[config.mk]
export PLATFORM = sky130hd
export DESIGN_NAME = edge_detect_bank_flat
export DESIGN_NICKNAME = d
export VERILOG_FILES = /design/src/rtl/edge_detect_bank_if.sv /design/src/rtl/edge_detect_bank.sv /design/src/flat_wrapper.sv
export SDC_FILE = /design/constraint.sdc
export NUM_CORES = 1
export LEC_CHECK = 0
export CELL_PAD_IN_SITES_DETAIL_PLACEMENT = 0
export CELL_PAD_IN_SITES_GLOBAL_PLACEMENT = 1
export CORE_MARGIN = 3
export CORE_UTILIZATION = 30
export DETAILED_ROUTE_END_ITERATION = 7
export PLACE_DENSITY_LB_ADDON = 0.1
export SYNTH_ARGS = -nofsm -noshare
export SYNTH_HDL_FRONTEND = slang
export SYNTH_SLANG_ARGS = --single-unit
[constraint.sdc]
create_clock -name clk -period 3.35 [get_ports clk]
set_input_delay 0.67 -clock clk [delete_from_list [all_inputs] [get_ports clk]]
set_output_delay 0.67 -clock clk [all_outputs]
set_load 0.1 [all_outputs]
[src/rtl/edge_detect_bank_if.sv]
// Port bundle for edge_detect_bank: raw level inputs, per-channel mode and clear
// controls, and the filtered level / edge / sticky-flag outputs.
interface edge_detect_bank_if #(
    parameter int CH = 8
);
    logic [CH-1:0]   in;
    logic [2*CH-1:0] mode;
    logic [CH-1:0]   clr;
    logic [CH-1:0]   out;
    logic [CH-1:0]   rising;
    logic [CH-1:0]   falling;
    logic [CH-1:0]   evt;
    logic [CH-1:0]   flag;
    logic            any_flag;

    modport master (
        output in, mode, clr,
        input  out, rising, falling, evt, flag, any_flag
    );

    modport slave (
        input  in, mode, clr,
        output out, rising, falling, evt, flag, any_flag
    );
endinterface

[src/rtl/edge_detect_bank.sv]
// Multi-channel synchroniser, stability filter and edge/event detector.
// Sticky write-1-to-clear flags are built only when EDGE_BANK_STICKY_EN is defined.
module edge_detect_bank #(
    parameter int CH       = 8,
    parameter int SYNC_STG = 2,
    parameter int FLT_CYC  = 4
) (
    input  logic              clk,
    input  logic              rst,
    edge_detect_bank_if.slave bus
);
    localparam int            CW       = (FLT_CYC > 1) ? $clog2(FLT_CYC) : 1;
    localparam logic [CW-1:0] CNT_LAST = CW'(FLT_CYC - 1);

    logic [SYNC_STG-1:0][CH-1:0] r_sync;
    logic [CH-1:0][CW-1:0]       r_cnt;
    logic [CH-1:0]               r_out;
    logic [CH-1:0]               r_out_q;

    logic [CH-1:0] w_s;
    logic [CH-1:0] w_rise;
    logic [CH-1:0] w_fall;
    logic [CH-1:0] w_evt;
    logic [CH-1:0] w_mode_rise;
    logic [CH-1:0] w_mode_fall;

    // NOTE: sequential state uses non-blocking assignments so every flop samples
    // the pre-edge value of its neighbour, which is what makes the chain shift.
    always_ff @(posedge clk or posedge rst) begin
        if (rst) begin
            r_sync <= '0;
        end else begin
            r_sync[0] <= bus.in;
            for (int i = 1; i < SYNC_STG; i++) begin
                r_sync[i] <= r_sync[i-1];
            end
        end
    end

    assign w_s = r_sync[SYNC_STG-1];

    // The counter only runs while s disagrees with out, so it can never wrap.
    always_ff @(posedge clk or posedge rst) begin
        if (rst) begin
            r_out   <= '0;
            r_out_q <= '0;
            r_cnt   <= '0;
        end else begin
            r_out_q <= r_out;
            for (int c = 0; c < CH; c++) begin
                if (w_s[c] == r_out[c]) begin
                    r_cnt[c] <= '0;
                end else if (r_cnt[c] == CNT_LAST) begin
                    r_out[c] <= w_s[c];
                    r_cnt[c] <= '0;
                end else begin
                    r_cnt[c] <= r_cnt[c] + CW'(1);
                end
            end
        end
    end

    always_comb begin
        w_mode_rise = '0;
        w_mode_fall = '0;
        for (int c = 0; c < CH; c++) begin
            w_mode_rise[c] = bus.mode[2*c];
            w_mode_fall[c] = bus.mode[2*c+1];
        end
    end

    assign w_rise = r_out & ~r_out_q;
    assign w_fall = ~r_out & r_out_q;
    assign w_evt  = (w_rise & w_mode_rise) | (w_fall & w_mode_fall);

    assign bus.out     = r_out;
    assign bus.rising  = w_rise;
    assign bus.falling = w_fall;
    assign bus.evt     = w_evt;

`ifdef EDGE_BANK_STICKY_EN
    logic [CH-1:0] r_flag;

    // A set in the same cycle as a clear wins.
    always_ff @(posedge clk or posedge rst) begin
        if (rst) begin
            r_flag <= '0;
        end else begin
            r_flag <= (r_flag & ~bus.clr) | w_evt;
        end
    end

    assign bus.flag     = r_flag;
    assign bus.any_flag = |r_flag;
`else
    logic w_clr_unused;

    assign w_clr_unused = ^bus.clr;
    assign bus.flag     = '0;
    assign bus.any_flag = 1'b0;
`endif

endmodule

[src/flat_wrapper.sv]
// flat-port wrapper written by rule: the top's interface ports become plain ports
module edge_detect_bank_flat 
#(
    parameter int CH       = 8,
    parameter int SYNC_STG = 2,
    parameter int FLT_CYC  = 4
)
  (clk, rst, bus_in, bus_mode, bus_clr, bus_out, bus_rising, bus_falling, bus_evt, bus_flag, bus_any_flag);
  edge_detect_bank_if #(.CH(CH)) bus_i ();
  input  logic clk;
  input  logic rst;
  input wire logic [$bits(bus_i.in)-1:0] bus_in;
  input wire logic [$bits(bus_i.mode)-1:0] bus_mode;
  input wire logic [$bits(bus_i.clr)-1:0] bus_clr;
  output wire logic [$bits(bus_i.out)-1:0] bus_out;
  output wire logic [$bits(bus_i.rising)-1:0] bus_rising;
  output wire logic [$bits(bus_i.falling)-1:0] bus_falling;
  output wire logic [$bits(bus_i.evt)-1:0] bus_evt;
  output wire logic [$bits(bus_i.flag)-1:0] bus_flag;
  output wire logic [$bits(bus_i.any_flag)-1:0] bus_any_flag;
  assign bus_i.in = bus_in;
  assign bus_i.mode = bus_mode;
  assign bus_i.clr = bus_clr;
  assign bus_out = bus_i.out;
  assign bus_rising = bus_i.rising;
  assign bus_falling = bus_i.falling;
  assign bus_evt = bus_i.evt;
  assign bus_flag = bus_i.flag;
  assign bus_any_flag = bus_i.any_flag;
  edge_detect_bank #(.CH(CH), .SYNC_STG(SYNC_STG), .FLT_CYC(FLT_CYC)) u_core (.clk(clk), .rst(rst), .bus(bus_i));
endmodule
== After elaboration in Yosys (flattened, before gate mapping) ==
Index checks and enable logic that the tools add are counted.
Storage, ports and cells
  bits in registers: 48
  word-level logic and storage cells: 82
Cells by class
  bitwise operators: 15
  equal/unequal tests: 16
  add/sub/neg operators: 8
  reductions and logical operators: 8
  multiplexer cells: 16
Operator list (number)
  $and A8 B8 Y8: 4
  $mux W2: 16
  $add A2 B1 Y2 const B: 8
  $eq A2 B2 Y1 const B: 8
  $not A8 Y8: 2
  $reduce_and A2 Y1: 8
  $eq A1 B1 Y1: 8
  $not A1 Y1: 8
  $or A8 B8 Y8: 1

== Depth between registers and ports, before layout ==
  depth in word-level cells: 4
  mapped depth: 2
  mapped depth without buffers: 2

== Worst setup path before layout ==
No wires, ideal clock.
  kind: reg-to-output
  from: reg u_core.r_out[0], in the netlist u_core.bus.out[0]
  to: out bus_evt[0]
  data arrival time: 3.253 ns
  slack: -0.573 ns
  data required time: 2.680 ns
  cell stages (with the launch flop): 3
  buffers on the path: 0
  cell sequence: dfrtp_1 > nor2b_1 > a22o_1
On the way
  word-level cells in the longest chain between the ends: 4
  elaborated cells on any way between the ends: 6
Ends and longest elaborated chain
  from (decl): RTL line edge_detect_bank.sv:17  | logic [CH-1:0] r_out;
  from (signal, indexed assignment): RTL line edge_detect_bank.sv:54  | r_out[c] <= w_s[c];
  $not A8 Y8: RTL line edge_detect_bank.sv:73  | assign w_fall = ~r_out & r_out_q;
  $and A8 B8 Y8: RTL line edge_detect_bank.sv:73
  net bus_falling[0]: RTL line flat_wrapper.sv:17  | output wire logic [$bits(bus_i.falling)-1:0] bus_falling;
  $and A8 B8 Y8: RTL line edge_detect_bank.sv:74  | assign w_evt = (w_rise & w_mode_rise) | (w_fall & w_mode_fall);
  $or A8 B8 Y8: RTL line edge_detect_bank.sv:74
  to (decl): RTL line flat_wrapper.sv:18  | output wire logic [$bits(bus_i.evt)-1:0] bus_evt;
The timed path passes the listed nets, and every way through them passes these cells.

== Worst setup path after layout ==
  from: in bus_mode[8]
  to: out bus_evt[4]
On the way
  word-level cells in the longest chain between the ends: 2
Ends and longest elaborated chain
  from (decl): RTL line flat_wrapper.sv:13  | input wire logic [$bits(bus_i.mode)-1:0] bus_mode;
  $and A8 B8 Y8: RTL line edge_detect_bank.sv:74
  $or A8 B8 Y8: RTL line edge_detect_bank.sv:74
No other way between the ends.

==> flow_metrics.py <==
metrics = {
    "run_status": {
        "outcome": "finished clean",
    },
    "sta": {
        "rsz0062_at_grt": "no",
        "tightest_slew_ps": 978,
        "hold_viol": 0,
        "period_minus_slack_ps": 2250,
        "max_slew_margin": 0.347,
        "setup_viol": 0,
        "tns_ps": 0,
        "final-max-slew-violation-count": 0,
        "fmax_mhz": 444,
        "min_period_over_period": 0.672,
        "finalClockSkew_ps": 9.39,
    },
    "logic_synthesis": {
        "ys_types": 14,
        "ys_seq_area_frac": 0.640,
        "synth_area_mm2": 0.00188,
        "synth_area_per_cell_um2": 15.3,
        "yosysWarnings": 0,
        "synth-seq-cells": 48,
        "synthCells": 123,
    },
    "die": {
        "core_area_mm2": 0.00599,
        "core.rowCount": 28,
        "start_util": 0.313,
        "die_y_um": 85.1,
        "ioPinCount": 75,
        "die_w_um": 85.1,
        "dieArea_mm2": 0.00724,
    },
    "flow_run": {
        "maxCapViolCount": 0,
    },
    "clock_tree": {
        "postCtsResizedCells": 0,
        "cts.sink_count": 48,
        "cts_root_buffer": "clkbuf_8",
        "tritoncts": "built",
        "holdBufCountCts": 0,
        "clkTransAtPathRegs_ps": 80,
        "clk_latency_ps": 290,
        "cts_buffer_depth": 2,
        "htree_levels": 2,
        "numCtsBuffers": 5,
        "cts_setup_buffers": 0,
    },
    "hold_path": {
        "hp-start": "u_core.r_sync[4]",
        "min_path_type": "flop to flop",
        "hold_depth": 0,
        "min_to": "u_core.w_s[4]",
    },
    "routing": {
        "route.vias.total": 1111,
        "drt_iter0_drc": 23,
        "drc": 0,
        "ant_nets": 0,
        "routedWlPerCell_um": 12.1,
        "viasPerCell": 4.26,
        "drtPass1Iterations": 4,
        "wl_um": 3160,
    },
    "final_layout": {
        "fillers": 538,
        "nets": 228,
        "final_area_mm2": 0.00253,
        "syn2layout_area_growth_pct": 35.1,
        "layout-drive-gt1-share": 0.382,
        "n_antenna_cell": 0,
    },
    "worst_setup_path": {
        "crit_fanout": 1,
        "endpoint_kind": "output pin",
        "cp-start-kind": "input port",
        "r2r_cells": 2,
        "r2r_end": "u_core.bus.out[3]",
        "crit_arrival_ps": 1580,
        "required_ps": 2680,
        "critPathKind": "input port to output pin",
        "crit_start": "bus_mode[8]",
        "reg2reg_slack_ps": 2310,
        "timing.rr.start": "u_core.r_cnt[6]",
    },
    "global_routing": {
        "antenna_found_initial": 0,
        "grt_max_degree": 49,
        "grt_pass1_vias": 1200,
        "grt_pass1_wl_um": 5460,
        "grt.total_usage": 0.0963,
        "grt_overflow": 0,
    },
    "placed_design": {
        "io_buffer_count": 57,
        "gp_congestion": 0.668,
        "place_area_mm2": 0.00244,
        "post-dp-hpwl_um": 2330,
    },
}
[how the worst max path moves through the flow]
| stage | slack [ps] | to |
|---|---|---|
| 4_1_cts | 1090 | bus_evt[4] |
| 5_1_grt | 1060 | bus_evt[4] |
| 6_report | 1100 | bus_evt[4] |
| 3_3_place_gp | 1100 | bus_evt[4] |
| 3_5_place_dp | 1090 | bus_evt[4] |
| 2_1_floorplan | 30 | bus_evt[5] |
[cell usage in the layout (no fill, tap or decap), drive strengths merged]
cell type	netlist	routed
inv	1	1
mux2	8	8
a22o	8	8
ha	8	8
nor3	8	8
conb	1	9
and2b	4	4
dfrtp	48	48
nor2b	20	20
clkbuf	0	7
buf	9	32
xnor2	8	8
clkdlybuf4s50	0	25
[synthesized netlist by cell type (all sizes together)]
| cell | number | area share |
|---|---|---|
| mux2 | 8 | 0.048 |
| ha | 8 | 0.053 |
| conb | 1 | 0.0020 |
| buf | 9 | 0.036 |
| a22o | 8 | 0.037 |
| nor3 | 8 | 0.040 |
| and2b | 4 | 0.016 |
| dfrtp | 48 | 0.64 |
| nor2b | 20 | 0.088 |
| inv | 1 | 0.0020 |
| xnor2 | 8 | 0.037 |
[flip-flops by register name, summed over array words and instances, names as in the netlist]
register / cells
u_core.w_s: 8
u_core.r_out_q: 8
u_core.r_cnt: 16
u_core.r_sync: 8
u_core.bus.out: 8
[through the flow]
stage                     std cells  setup slack, ps  utilization  hold slack (ps)
final                           261             1100        0.423              350
after global routing            261             1060        0.423              360
after CTS                       261             1090        0.423              355
after detailed placement        254             1090        0.407              336
after global placement          254             1100        0.407              333
after floorplan                 131             29.5            -              331
[logic make-up after synthesis]
kind of cell	share of synthesized area
DFF	0.640
and+or+nand+nor	0.144
buffers and inverters	0.0380
adders and majority gates	0.0533
AOI/OAI and AO/OA	0.0373
xor gates and xnor gates	0.0373
muxes	0.0480
other	0.00200
[layer usage]
layer | up-vias | track usage | wire, µm
met1 | 541 | 0.106 | 1250
met4 | 0 | 0.0388 | 24
met2 | 44 | 0.165 | 1630
met5 | - | 0 | 0
met3 | 2 | 0.0388 | 257
li1 | 524 | - | -
[critical path: stages]
cell and delay (ps):
clkdlybuf4s50_1 460, a22o_1 150, buf_4 290
[layout make-up]
cell class,count,area (µm²),share of cell area
well taps,75,93.8,0.0370
clock buffers,7,96.3,0.0380
multi-input cells,73,649,0.256
inverters,1,3.75,0.00148
flip-flops and latches,48,1200,0.474
repair buffers,57,490,0.193
Power is not shown: default switching activity piles up to over one toggle a cycle in this logic, so the estimate is an artifact.
